**src/rtl/water_dispenser_pkg.sv**
```systemverilog
// Shared types and constants for the water dispenser front-panel controller.
package water_dispenser_pkg;

  typedef enum logic {
    ENTRY      = 1'b0,
    DISPENSING = 1'b1
  } state_t;

  localparam int unsigned DIGIT_COUNT        = 10;
  localparam int unsigned MAX_DIGITS_DEFAULT = 4;
  localparam int unsigned AMOUNT_W           = 14;  // 9999 ml fits
  localparam int unsigned DIGIT_W            = 4;

  // Button lanes; the detector array is indexed with these
  localparam int unsigned NUM_BUTTONS = 3;
  localparam int unsigned BTN_ADD     = 0;
  localparam int unsigned BTN_OK      = 1;
  localparam int unsigned BTN_CANCEL  = 2;

  // One-cycle press events, already edge-detected
  typedef struct packed {
    logic cancel;
    logic ok;
    logic add;
  } btn_evt_t;

endpackage

```
**src/rtl/water_dispenser_button_press_detector.sv**
```systemverilog
// Active-low pushbutton: 2-FF synchronizer followed by a falling-edge pulse.
// The pulse is combinational off the synchronized history so the consuming
// register updates on the third clock edge after the pin falls.
module button_press_detector (
  input  logic clock,
  input  logic reset,
  input  logic button_n,
  output logic press
);

  // sync_pipe[0]: first sync stage, [1]: second sync stage, [2]: previous
  // synchronized level used for edge detection. Released level is 1.
  logic [2:0] sync_pipe;

  // Shift the raw pin through the synchronizer and history stage
  always_ff @(posedge clock or posedge reset) begin
    if (reset) sync_pipe <= '1;
    else       sync_pipe <= {sync_pipe[1:0], button_n};
  end

  // High for exactly one cycle per 1->0 transition; holding repeats nothing
  assign press = sync_pipe[2] & ~sync_pipe[1];

endmodule

```
**src/rtl/water_dispenser.sv**
```systemverilog
// Water dispenser controller: decimal volume entry from one-hot switches,
// confirmation, then a timed dispense proportional to the volume.
module water_dispenser
  import water_dispenser_pkg::*;
#(
  parameter int unsigned NS_PER_ML       = 1000,
  parameter int unsigned CLOCK_PERIOD_NS = 20,
  parameter int unsigned MAX_DIGITS      = MAX_DIGITS_DEFAULT
) (
  input  logic                   clock,
  input  logic                   reset,
  input  logic [DIGIT_COUNT-1:0] switches,
  input  logic                   button_add,
  input  logic                   button_ok,
  input  logic                   button_cancel,
  output logic                   current_state,
  output logic [31:0]            total_amount_in_ml
);

  localparam int unsigned CNT_W = $clog2(MAX_DIGITS + 1);

  logic [NUM_BUTTONS-1:0] btn_n;
  logic [NUM_BUTTONS-1:0] press;
  btn_evt_t               evt;

  state_t                 state, state_nx;
  logic [AMOUNT_W-1:0]    amount, amount_nx;
  logic [CNT_W-1:0]       digit_count, count_nx;
  logic [31:0]            elapsed, elapsed_nx;

  logic                   digit_vld;
  logic [DIGIT_W-1:0]     digit;
  logic [AMOUNT_W-1:0]    amount_app;
  logic [31:0]            target_ns;
  logic [31:0]            elapsed_inc;

  assign btn_n[BTN_ADD]    = button_add;
  assign btn_n[BTN_OK]     = button_ok;
  assign btn_n[BTN_CANCEL] = button_cancel;

  // One detector per button lane
  for (genvar i = 0; i < NUM_BUTTONS; i++) begin : g_btn
    button_press_detector u_det (
      .clock    (clock),
      .reset    (reset),
      .button_n (btn_n[i]),
      .press    (press[i])
    );
  end

  assign evt.add    = press[BTN_ADD];
  assign evt.ok     = press[BTN_OK];
  assign evt.cancel = press[BTN_CANCEL];

  // Priority encoder: lowest-index set switch wins
  always_comb begin
    digit_vld = 1'b0;
    digit     = '0;
    for (int d = DIGIT_COUNT - 1; d >= 0; d--) begin
      if (switches[d]) begin
        digit_vld = 1'b1;
        digit     = DIGIT_W'(d);
      end
    end
  end

  // Datapath helpers, all in 32 bits so the dispense compare cannot wrap
  assign amount_app  = AMOUNT_W'(32'(amount) * 32'd10 + 32'(digit));
  assign target_ns   = 32'(amount) * NS_PER_ML;
  assign elapsed_inc = elapsed + CLOCK_PERIOD_NS;

  // State, amount, digit counter and dispense timer registers
  always_ff @(posedge clock or posedge reset) begin
    if (reset) begin
      state       <= ENTRY;
      amount      <= '0;
      digit_count <= '0;
      elapsed     <= '0;
    end else begin
      state       <= state_nx;
      amount      <= amount_nx;
      digit_count <= count_nx;
      elapsed     <= elapsed_nx;
    end
  end

  // Next-state logic; in ENTRY cancel beats ok beats add
  always_comb begin
    state_nx   = state;
    amount_nx  = amount;
    count_nx   = digit_count;
    elapsed_nx = elapsed;
    unique case (state)
      ENTRY: begin
        if (evt.cancel) begin
          amount_nx = '0;
          count_nx  = '0;
        end else if (evt.ok) begin
          // A zero entry never starts a dispense, but the digits are consumed
          count_nx = '0;
          if (amount != '0) begin
            state_nx   = DISPENSING;
            elapsed_nx = '0;
          end
        end else if (evt.add && digit_vld && (digit_count < CNT_W'(MAX_DIGITS))) begin
          amount_nx = amount_app;
          count_nx  = digit_count + CNT_W'(1);
        end
      end
      DISPENSING: begin
        // add and ok are dropped here; only cancel or timeout leave
        if (evt.cancel || (elapsed_inc >= target_ns)) begin
          state_nx   = ENTRY;
          amount_nx  = '0;
          count_nx   = '0;
          elapsed_nx = '0;
        end else begin
          elapsed_nx = elapsed_inc;
        end
      end
      default: begin
        state_nx   = ENTRY;
        amount_nx  = '0;
        count_nx   = '0;
        elapsed_nx = '0;
      end
    endcase
  end

  assign current_state      = state;
  assign total_amount_in_ml = 32'(amount);

endmodule

```
**config.mk**
```make
export PLATFORM = sky130hd
export DESIGN_NAME = water_dispenser
export DESIGN_NICKNAME = d
export VERILOG_FILES = /design/src/rtl/water_dispenser_pkg.sv /design/src/rtl/water_dispenser_button_press_detector.sv /design/src/rtl/water_dispenser.sv
export SDC_FILE = /design/constraint.sdc
export NUM_CORES = 1
export LEC_CHECK = 0
export CAP_MARGIN = 20
export CORE_ASPECT_RATIO = 1.2
export CORE_MARGIN = 2
export CORE_UTILIZATION = 40
export CTS_CLUSTER_SIZE = 24
export DETAILED_ROUTE_END_ITERATION = 6
export SLEW_MARGIN = 20
export SYNTH_ARGS = -nofsm -noshare
export SYNTH_HDL_FRONTEND = slang
export SYNTH_SLANG_ARGS = --single-unit
```
**constraint.sdc**
```tcl
create_clock -name clock -period 11.3 [get_ports clock]
set_input_delay 2.26 -clock clock [delete_from_list [all_inputs] [get_ports clock]]
set_output_delay 2.26 -clock clock [all_outputs]
set_load 0.01 [all_outputs]
```
* Word-level counts from Yosys, hierarchy flattened
Cells that the tools add are included.
** Cells by class
- $add $sub $neg :: 3
- $mul :: 2
- Magnitude comparators :: 2
- Equal/unequal tests :: 7
- Muxes and demuxes :: 40
- Bitwise logic cells :: 7
- Reductions and logical operators :: 7
** Operators with widths (number)
- $mux 32 :: 4
- $pmux 32 s2 :: 1
- $mux 14 :: 4
- $mux 4 :: 10
- $add 32x5->32 const B :: 1
- $ge 32x24->1 :: 1
- $pmux 14 s2 :: 1
- $mul 14x7->21 const B :: 1
- $add 14x4->14 :: 1
- $mul 14x3->13 const B :: 1
- $mux 1 :: 14
- $reduce_bool 14->1 :: 1
- $mux 3 :: 4
- $ne 3x2->1 const B :: 2
- $pmux 3 s2 :: 1
- $reduce_and 3->1 :: 2
- $ne 2x1->1 const B :: 2
- $ne 2x2->1 const B :: 2
- $ne 4x2->1 const B :: 1
- $not 1->1 :: 4
- $add 3x1->3 const B :: 1
- $and 1x1->1 :: 3
- $lt 3x3->1 const B :: 1
- $logic_and 1x1->1 :: 2
- other kinds (3) :: 3
** Word-level totals
- Register bits after elaboration :: 59
- Bits of input ports :: 15
- Output and inout bits :: 33
- Word-level logic and storage cells :: 75

* Depth between registers and ports, before layout
- Depth in word-level cells :: 16
- Depth in mapped cells :: 26
- Gate-level depth less buffers :: 25

* Hierarchy
Synthesis repeated with hierarchy kept, for this count alone.
** Unflattened totals
- Cells, all modules :: 681
- Area, all modules :: 6507.5 sq um
** By module, submodules not included
- water_dispenser :: times used 1, cells an instance 666, area each 6218.5 sq um, sequential area each 1201.2 sq um
- button_press_detector :: times used 3, cells an instance 5, area each 96.3 sq um, sequential area each 78.8 sq um

* Worst setup path before layout
Ideal clock, no wire load.
- Path type :: reg2reg
- Start point :: reg amount[3]
- End point :: reg elapsed[16]
- Arrival time :: 6011 ps
- Required time :: 11218 ps
- Slack :: 5207 ps
- Cell stages (with the launch flop) :: 24
- Buffers on the path :: 1
- Period minus slack after synthesis :: 6093 ps
- Cells stage by stage :: dfrtp_1 inv_1 fa_1 fa_1 fa_1 fa_1 inv_1 ha_1 a21o_1 a21oi_1 nor3b_1 a21oi_1 a21oi_1 xor2_1 ha_1 a21o_1 a21o_1 a221oi_1 o211a_1 o311ai_0 or3_4 buf_6 or2_0 a31oi_1
** Between the ends
- Cells in the longest elaborated chain, start to end :: 5
- Elaborated cells on any way between the ends :: 8
- Those cells by class :: mul: 1; order compare: 1; eq/ne: 1; mux: 2; reduce/logical: 3
** Ends and longest elaborated chain
- start, declared :: line water_dispenser.sv:27 : logic [AMOUNT_W-1:0] amount, amount_nx;
- start signal, assigned :: line water_dispenser.sv:81 : amount <= amount_nx;
- $mul 14x7->21 :: line water_dispenser.sv:69 : assign target_ns = 32'(amount) * NS_PER_ML;
- $ge 32x24->1 :: line water_dispenser.sv:112 : if (evt.cancel || (elapsed_inc >= target_ns)) begin
- $logic_or 1x1->1 :: line water_dispenser.sv:112
- $mux 32 :: line water_dispenser.sv:112
- $pmux 32 s2 :: line water_dispenser.sv:93 : unique case (state)
- end signal, assigned :: line water_dispenser.sv:83 : elapsed <= elapsed_nx;
- end, declared :: line water_dispenser.sv:29 : logic [31:0] elapsed, elapsed_nx;
Several ways; a longest one is shown, not always the timed one.
A chain may end at the register's enable or synchronous reset.

* Worst setup path after layout
- Start point :: reg amount[1]
- End point :: reg elapsed[7]
Same word-level chain as after synthesis.

==> results by group <==
Outcome
  – Result of the run: finished, final reports clean

Power and ir drop
  – Sum of internal, switching and leakage power: 0.00104 W
  – Cell area power density: 143 nW/um^2
  – Pleak: 3.56 nW
  – Peak supply drop: 0.0000742 V

GRT
  – Number of antenna violations at the first check in global routing: 0
  – Routing usage on met3: 2.34%
  – Global routing usage on met1: 20.6%
  – Global-route track usage on met2: 31.7%
  – First-pass GRT wire length: 23900 microns
  – Combined global-route utilization of all metal layers: 17.1%
  – Most utilized layer in the global route result: met2
  – Maximum number of pins on one net before global-route repair: 58
  – Via count of the first global-routing pass: 5043
  – Gr ovfl total: 0

Detailed routing
  – Total vias in the final route: 4827
  – Post-DR vias/cell: 5.16
  – Detail Route Antenna Nets: 0
  – DRC violation count after routing: 0
  – Average detailed-routed wire length per instance: 14.8 microns
  – Initial detailed-routing violation count: 161
  – Total length of routed wires: 13800 microns
  – Detailed-router iteration count before antenna repair: 4

Min path
  – Start point of the worst hold path: g_btn[2].u_det.sync_pipe[0]
  – Cell depth of the worst hold path: 0
  – Hold Crit Class: reg -> reg
  – Min-Delay Endpoint: g_btn[2].u_det.sync_pipe[1]

Logic synthesis
  – Mapped Avg Cell Area: 9.49 sq um
  – Most frequent cell after synthesis: sky130_fd_sc_hd__ha_1
  – Async set or reset register ratio after synthesis: 100%
  – Top area cells in the synthesized netlist: sky130_fd_sc_hd__ha_1 (19%), sky130_fd_sc_hd__dfrtp_1 (18%), sky130_fd_sc_hd__fa_1 (15%)
  – Synth Area in XOR/XNOR: 7.60%
  – Post-synthesis sequential area ratio: 22.0%
  – Flip-flop and latch count after synthesis: 57
  – Total standard cell area after synthesis: 6520 sq um
  – Commonest cells in the netlist: sky130_fd_sc_hd__ha_1 (99), sky130_fd_sc_hd__inv_1 (95), sky130_fd_sc_hd__dfrtp_1 (48), sky130_fd_sc_hd__fa_1 (48), sky130_fd_sc_hd__a21oi_1 (33)
  – Combinational family with the most area after synthesis: adder cells
  – Number of warnings reported in the yosys synthesis log: 0
  – Top cell type's share of synthesized area: 19.0%
  – Post-synthesis share of cell area spent on full adders, half adders and majority gates: 33.7%
  – Main synth FF type: sky130_fd_sc_hd__dfrtp_1
  – Area fraction in compound gates after synthesis: 14.6%
  – Cell count after synthesis: 687
  – Yosys cell types: 58
  – Simple logic cell fraction of the synthesized area: 13.0%
  – Cell type contributing the most total cell area after synthesis: sky130_fd_sc_hd__ha_1
  – Count of flip-flops with a built-in enable after synthesis: 0
  – Mux share of post-synthesis cell area: 0.460%

Floorplan
  – Die width: 121 microns
  – Std-Cell Core Area: 16100 sq um
  – Die area: 17300 sq um
  – Die Y-Extent: 144 microns
  – Site row count: 51
  – Starting utilization of the core area: 40.6%
  – Number of top-level design ports: 48

Placement
  – Buffers on Ports: 29
  – Placed wire-length estimate: 11000 microns
  – Placed standard-cell area: 6970 sq um
  – Pre-CTS setup slack: 4340 ps
  – Post-Place Cells: 919
  – Final weighted congestion in routability-driven placement: 0.905

Setup path
  – Data required, critical path: 11540 ps
  – Worst Reg-to-Reg Cells: 24
  – Startpoint type of the worst setup path: flip-flop
  – R2R Path End: elapsed[7]
  – Reg2Reg Setup Slack: 4330 ps
  – Crit. End Element: flip-flop
  – Launch point of the worst reg-to-reg path: amount[1]
  – Path type of the worst setup path: reg -> reg
  – Critical Path Fanout Max: 15
  – Data arrival time of the worst path: 7200 ps

Finish
  – Fraction of layout cells with a size suffix above 1: 5.53%
  – Filler cell count: 1571
  – Non-filler instance count after layout: 935
  – Final design area excluding fillers: 7280 sq um
  – Area growth from synthesis to layout: 11.6%
  – Final #Nets: 880
  – N_diodes: 0

STA
  – Unrepaired setup endpoints after global routing: false
  – Pins over their slew limit: 0
  – Minimum period implied by the final worst setup slack: 6970 ps
  – Slew at the pin closest to its max-slew limit: 805 ps
  – Setup TNS: 0 ps
  – Top achievable clock speed: 144 MHz
  – Final period utilization: 61.6%
  – Final number of setup-violating endpoints: 0
  – Post-layout worst setup margin: 4330 ps
  – Worst Clk Skew: 15.3 ps
  – Hold violation total from the final report: 0
  – Worst max-slew margin expressed relative to the limit: 46.2%

Clock tree
  – Post-CTS repair timing setup buffer count: 0
  – Number of CTS-inserted buffers: 9
  – Hold Buf Count CTS: 0
  – CTS clk-pin slew, worst paths: 60 ps
  – TritonCTS Sinks: 57
  – Root cell of the clock tree: sky130_fd_sc_hd__clkbuf_16
  – Clock tree from TritonCTS: done
  – Worst skew pair latency: 340 ps
  – Maximum clock path buffer count: 2
  – Number of cells upsized or downsized after cts: 0
  – CTS H-tree depth: 3

Flow run
  – Number of violations of the max-capacitance limit: 0
==> worst max-delay path, cell delays in order, from the launching register on <==
cell	delay, ps
sky130_fd_sc_hd__dfrtp_1	570
sky130_fd_sc_hd__inv_1	200
sky130_fd_sc_hd__fa_1	600
sky130_fd_sc_hd__fa_1	450
sky130_fd_sc_hd__fa_1	490
sky130_fd_sc_hd__fa_1	510
sky130_fd_sc_hd__inv_1	40
sky130_fd_sc_hd__ha_1	350
sky130_fd_sc_hd__o21a_1	150
sky130_fd_sc_hd__o31ai_1	130
sky130_fd_sc_hd__a211oi_1	330
sky130_fd_sc_hd__nor2_1	110
sky130_fd_sc_hd__a211o_1	320
sky130_fd_sc_hd__o2111ai_1	220
sky130_fd_sc_hd__a21oi_1	110
sky130_fd_sc_hd__xor2_1	150
sky130_fd_sc_hd__ha_1	290
sky130_fd_sc_hd__nor2b_1	130
sky130_fd_sc_hd__o21ai_0	170
sky130_fd_sc_hd__o211a_1	190
sky130_fd_sc_hd__nand2_1	60
sky130_fd_sc_hd__nor4b_2	680
sky130_fd_sc_hd__buf_4	340
sky130_fd_sc_hd__a21oi_1	90
sky130_fd_sc_hd__a31oi_1	170
==> final cells by class <==
| class | count | area [sq um] | share of cell area, % |
|---|---|---|---|
| multi-input combinational | 522 | 4600 | 63.3 |
| sequential | 57 | 1440 | 19.8 |
| inverter | 95 | 357 | 4.90 |
| timing repair buffer | 33 | 320 | 4.40 |
| tap | 212 | 265 | 3.65 |
| clock buffer | 11 | 253 | 3.47 |
| clock inverter | 5 | 38.8 | 0.533 |
==> kinds of logic after synthesis <==
logic type | count (synthesis)
and+or+nand+nor | 161
adders and majority gates | 147
AOI/OAI and AO/OA | 138
buffers and inverters | 125
DFF | 57
xor gates and xnor gates | 55
muxes | 3
other | 1
==> layer usage <==
| metal | vias to the layer above | part of all wire [%] |
|---|---|---|
| li1 | 2383 | - |
| met1 | 2381 | 44 |
| met2 | 48 | 52 |
| met3 | 15 | 1.9 |
| met4 | 0 | 1.7 |
| met5 | - | 0 |
==> metrics by stage <==
step / hold slack, ps / utilization (%)
2_1_floorplan: 345 / -
3_3_place_gp: 346 / 43.4
3_5_place_dp: 348 / 43.4
4_1_cts: 357 / 45.2
5_1_grt: 362 / 45.2
6_report: 355 / 45.2
==> placed cells by master (no fill, tap or decap), types with 3 or more instances in the layout <==
cell type,netlist,layout
sky130_fd_sc_hd__a211oi_1,6,6
sky130_fd_sc_hd__a21o_1,11,11
sky130_fd_sc_hd__a21oi_1,33,33
sky130_fd_sc_hd__a22o_1,24,24
sky130_fd_sc_hd__a31oi_1,8,8
sky130_fd_sc_hd__and2_1,9,9
sky130_fd_sc_hd__and3_1,10,10
sky130_fd_sc_hd__and4_1,3,3
sky130_fd_sc_hd__buf_4,20,4
sky130_fd_sc_hd__clkbuf_16,0,9
sky130_fd_sc_hd__clkdlybuf4s50_1,0,29
sky130_fd_sc_hd__conb_1,1,18
sky130_fd_sc_hd__dfrtp_1,48,48
sky130_fd_sc_hd__dfstp_2,9,9
sky130_fd_sc_hd__fa_1,48,48
sky130_fd_sc_hd__ha_1,99,99
sky130_fd_sc_hd__inv_1,95,94
sky130_fd_sc_hd__mux2i_1,3,3
sky130_fd_sc_hd__nand2_1,31,31
sky130_fd_sc_hd__nand2b_1,4,4
sky130_fd_sc_hd__nand3_1,18,18
sky130_fd_sc_hd__nand4_1,5,5
sky130_fd_sc_hd__nor2_1,32,31
sky130_fd_sc_hd__nor2b_1,8,8
sky130_fd_sc_hd__nor3_1,15,15
sky130_fd_sc_hd__nor3b_1,5,5
sky130_fd_sc_hd__nor4_1,4,4
sky130_fd_sc_hd__o21a_1,6,6
sky130_fd_sc_hd__o21ai_0,19,19
sky130_fd_sc_hd__o21bai_1,5,5
sky130_fd_sc_hd__o31a_1,3,3
sky130_fd_sc_hd__o31ai_1,5,5
sky130_fd_sc_hd__or2_2,4,4
sky130_fd_sc_hd__or3_1,5,5
sky130_fd_sc_hd__xnor2_1,26,26
sky130_fd_sc_hd__xor2_1,28,28
==> sequential cells by signal (all words and copies together) (netlist names) <==
name                   count
current_state              1
elapsed                   30
amount                    14
g_btn.u_det.sync_pipe      9
digit_count                3
==> report_power, final <==
part	leakage, nW	total, W	switching, W	internal, W
combinational	2.66	0.000517	0.000304	0.000213
sequential	0.757	0.000259	0.0000335	0.000225
clock	0.142	0.000265	0.000104	0.000161
==> how the worst max path moves through the flow <==
stage,start,endpoint,slack [ps],cells after the start
after floorplan,amount[3],elapsed[16],5210,23
after global placement,amount[1],elapsed[13],4550,24
after detailed placement,amount[1],elapsed[7],4340,24
after CTS,amount[1],elapsed[7],4300,24
after global routing,amount[1],elapsed[7],3870,24
final,amount[1],elapsed[7],4330,24
(Power assumes the default switching activity.)
==> RTL edit 1: new RTL, config.mk and constraints unchanged <==
Register the output `total_amount_in_ml`, without a reset; this adds one clock of latency there. The other outputs are not delayed to match.
--- a/src/rtl/water_dispenser.sv
+++ b/src/rtl/water_dispenser.sv
@@ -128,7 +128,9 @@
   end
 
   assign current_state      = state;
-  assign total_amount_in_ml = 32'(amount);
+  always_ff @(posedge clock) begin
+    total_amount_in_ml <= 32'(amount);
+  end
 
 endmodule
 
Formal check against the unedited RTL: not equivalent (a bounded check fails within 4 cycles, from zero or initial values and one cycle with reset high).
==> RTL edit 1 against the unedited design <==
- sequential cell count is 14 higher
- synthesized area is 5.5% higher
- wire length is 6.7% higher
- critical path depth stayed put
- final cell count is 1.1% higher
- setup slack worse by 150 ps
- design area is 4.3% higher
- critical endpoint unchanged
- largest cell class unchanged
Power is not compared: it rests on default switching activity, and its combinational part moved more than twofold at a synthesized area within 25%.
==> RTL edit 1: results (changes against the unedited design) <==
run status=finished clean (unchanged); Worst Setup SP=amount[3]$_DFFE_PP0P_ (was amount[1]$_DFFE_PP0P_); layout cell share with drive strength beyond 1=0.07133 (was 0.05533); sequential share of the synthesized area=0.2496 (was 0.2205); Async SR Flop Fraction=0.8028 (was 1.000); Total GRT Usage=0.1741 (was 0.1713); Synth area leaders=ha_1, dfrtp_1, fa_1 (unchanged); Yosys cell types=69 (was 58); met1 Use GR=0.2041 (was 0.2058); Placed Area=0.007296 mm² (was 0.006973 mm²); metal2 WL=7749 µm (was 7224 µm); slowest stage cell, crit path=nor3_4 (was nor4b_2); r2r setup slk=4190 ps (was 4330 ps); HPWL Detailed=12110 µm (was 11020 µm); slew margin rel.=0.3734 (was 0.4616); met3 wire len=359 µm (was 265 µm); DR WL/cell=15.59 µm (was 14.77 µm); Layout Skew=6.969 ps (was 15.26 ps); first-pass GRT wire length=24670 µm (was 23860 µm); Layout Utilization=0.4505 (was 0.4525); Synth top cells by count=ha_1, inv_1, dfrtp_1, fa_1, nand2_1 (was ha_1, inv_1, dfrtp_1, fa_1, a21oi_1); gpl congestion=0.8703 (was 0.9046); Largest regs=elapsed x30, amount x14, total_amount_in_ml x14 (was elapsed x30, amount x14, g_btn.u_det.sync_pipe x9); grt met2 use=0.3049 (was 0.3170); CP max FO=25 (was 15); vias in the first global route=5076 (was 5043); Worst Path Arrival=7380 ps (was 7200 ps); drt initial violations=199 (was 161); uppermost layer routed=met4 (unchanged); Met1 Routed Length=6078 µm (was 6094 µm); M3 GR Usage=0.02508 (was 0.02341); Net count, final=886 (was 880)
-- RTL edit 1: cell type report --
type                       count  area (µm²)
multi-input combinational    520        4668
clock buffer                  10       239.0
inverter                      91       341.6
timing repair buffer          31       309.0
fill                        1603        9260
tap                          216       270.3
sequential                    71        1718
clock inverter                 6       45.04
-- RTL edit 1: logic make-up after synthesis --
| family | after synthesis | synth area share |
|---|---|---|
| simple gates | 163 | 0.1291 |
| fa+ha+maj | 147 | 0.3196 |
| compound gates | 133 | 0.1420 |
| buf+inv | 121 | 0.08180 |
| flops | 71 | 0.2496 |
| xor+xnor | 58 | 0.07580 |
| other cells | 1 | 0.0005448 |
| mux | 1 | 0.001636 |
-- RTL edit 1: power groups by stage --
stage                     Sequential (mW)  Clock, mW  Combinational [mW]
after floorplan                     0.371          0                1.49
final                               0.385      0.271                1.85
after CTS                           0.387      0.278                1.90
after detailed placement            0.391          0                1.88
after global placement              0.389          0                1.83
after global routing                0.396      0.288                2.18
-- RTL edit 1: worst reg2reg max path, stage by stage, from the launching register on --
cell and delay, ps:
dfrtp_1 550, inv_1 220, fa_1 600, fa_1 450, fa_1 490, fa_1 520
inv_1 40, ha_1 330, a21oi_1 210, o211ai_1 150, nand3_1 150, a21oi_1 90
o21ai_0 170, nand2b_1 70, a21oi_1 170, xor2_1 160, ha_1 260, a21o_1 180
a21o_1 180, a221oi_1 290, o221a_2 230, o211ai_1 260, nor3_4 850, o21ai_0 220
a31oi_1 200
-- RTL edit 1: how the worst min path moves through the flow --
stage	from	endpoint	slack, ps	cells after the start
5_1_grt	g_btn[1].u_det.sync_pipe[0]$_DFF_PP1_	g_btn[1].u_det.sync_pipe[1]$_DFF_PP1_	360	0
4_1_cts	g_btn[0].u_det.sync_pipe[0]$_DFF_PP1_	g_btn[0].u_det.sync_pipe[1]$_DFF_PP1_	360	0
3_3_place_gp	g_btn[0].u_det.sync_pipe[0]$_DFF_PP1_	g_btn[0].u_det.sync_pipe[1]$_DFF_PP1_	350	0
2_1_floorplan	g_btn[0].u_det.sync_pipe[0]$_DFF_PP1_	g_btn[0].u_det.sync_pipe[1]$_DFF_PP1_	350	0
3_5_place_dp	g_btn[0].u_det.sync_pipe[0]$_DFF_PP1_	g_btn[0].u_det.sync_pipe[1]$_DFF_PP1_	350	0
6_report	g_btn[0].u_det.sync_pipe[0]$_DFF_PP1_	g_btn[0].u_det.sync_pipe[1]$_DFF_PP1_	360	0
-- RTL edit 1: metrics by stage --
step | cells | hold slack (ps)
6_report | 945 | 355.1
5_1_grt | 945 | 359.1
4_1_cts | 944 | 356.4
3_5_place_dp | 928 | 347.3
3_3_place_gp | 928 | 347.2
2_1_floorplan | 712 | 345.2
==> RTL edit 2: new RTL, same flow settings <==
Without the edit above. The package constant `DIGIT_W` goes from 4 to 3.
--- a/src/rtl/water_dispenser_pkg.sv
+++ b/src/rtl/water_dispenser_pkg.sv
@@ -9,7 +9,7 @@
   localparam int unsigned DIGIT_COUNT        = 10;
   localparam int unsigned MAX_DIGITS_DEFAULT = 4;
   localparam int unsigned AMOUNT_W           = 14;  // 9999 ml fits
-  localparam int unsigned DIGIT_W            = 4;
+  localparam int unsigned DIGIT_W            = 3;
 
   // Button lanes; the detector array is indexed with these
   localparam int unsigned NUM_BUTTONS = 3;
Function: changed (Yosys sat finds a counterexample within 4 cycles, from zero or initial values and one cycle with reset high).
==> RTL edit 2 against the unedited design <==
- non-clock buffer count fell by 2
- setup slack got worse by 90 ps
- synthesized cell count rose by 4.9%
- synthesized area rose by 3.7%
- die area rose by 3.6%
- maximum frequency fell by 1.3%
- count of clock-buffer cells in the layout did not move
- design area rose by 3.5%
- utilization fell by 0.21 points
- sequential cell count did not move
- total power rose by 11%
- wire length rose by 13%
- critical path type unchanged
- critical endpoint is now amount[0]$_DFFE_PP0P_
- highest routed layer unchanged
==> RTL edit 2: results (changes against the unedited design) <==
run status=finished clean (unchanged); Clock-cell share=0.03954 (was 0.04007); Placed Area=0.007233 mm² (was 0.006973 mm²); Synth top cells by count=ha_1, inv_1, nor2_1, dfrtp_1, fa_1 (was ha_1, inv_1, dfrtp_1, fa_1, a21oi_1); Hold EP=g_btn[0].u_det.sync_pipe[1]$_DFF_PP1_ (was g_btn[2].u_det.sync_pipe[1]$_DFF_PP1_); NetSw=0.5132 mW (was 0.4409 mW); mux cell area share after synthesis=0.005919 (was 0.004605); Cell Count Post-Placement=960 (was 919); metal2 WL=7997 µm (was 7224 µm); sequential share of the synthesized area=0.2125 (was 0.2205); R2R Path End=amount[0]$_DFFE_PP0P_ (was elapsed[7]$_DFFE_PP0P_); Signal buf overhead=0.04054 (was 0.04402); CP max FO=14 (was 15); Vias=5217 (was 4827); HPWL Detailed=12480 µm (was 11020 µm); cell family with most CP delay=compound AO/OA/AOI/OAI gates (was adder cells); synthesized instance count=721 (was 687); gpl congestion=0.8662 (was 0.9046); P_leak=3.634 nW (was 3.562 nW); Worst path max stage delay=630 ps (was 680 ps); vias in the first global route=5314 (was 5043); Synth Area in Compound Gates=0.1491 (was 0.1462); Seq area share=0.1909 (was 0.1976); Non-Filler Instances=976 (was 935); met3 wire len=296 µm (was 265 µm); #MultiIn Comb=565 (was 522); Post-Route WL=15580 µm (was 13810 µm); Buffers excl. clock=31 (was 33); Slew @ Worst Pin=758.5 ps (was 805.4 ps); Layout Skew=8.662 ps (was 15.26 ps); Total GRT Usage=0.1840 (was 0.1713); layout cell share with drive strength beyond 1=0.05921 (was 0.05533); met1 Use GR=0.2354 (was 0.2058); slowest stage cell, crit path=a21oi_2 (was nor4b_2); adder-cell area share of the yosys netlist=0.3233 (was 0.3373); first-pass GRT wire length=26360 µm (was 23860 µm); WHS=353.9 ps (was 354.6 ps); M3 GR Usage=0.02930 (was 0.02341); num tapcells=216 (was 212); Post-Place Worst Slack=4285 ps (was 4336 ps); inverters=91 (was 95); Net count, final=916 (was 880); grt met2 use=0.3119 (was 0.3170)
-- RTL edit 2: changes by cell type in the layout (fill, tap and decap cells not counted), moves of 8 or more --
cell / change
xor2_1: -10
o22ai_1: +13
a21oi_1: -13
o21ai_1: +8
o21ai_0: -8
nand2_1: +14
nor2_1: +18
a22o_1: -13
-- RTL edit 2: worst max path at each step --
stage / start / to / slack, ps
CTS: amount[1]$_DFFE_PP0P_ / amount[0]$_DFFE_PP0P_ / 4230
global placement: amount[1]$_DFFE_PP0P_ / amount[0]$_DFFE_PP0P_ / 4380
finish: amount[1]$_DFFE_PP0P_ / amount[0]$_DFFE_PP0P_ / 4240
detailed placement: amount[1]$_DFFE_PP0P_ / amount[0]$_DFFE_PP0P_ / 4280
floorplan: amount[3]$_DFFE_PP0P_ / elapsed[8]$_DFFE_PP0P_ / 5050
global route: amount[1]$_DFFE_PP0P_ / amount[0]$_DFFE_PP0P_ / 3780
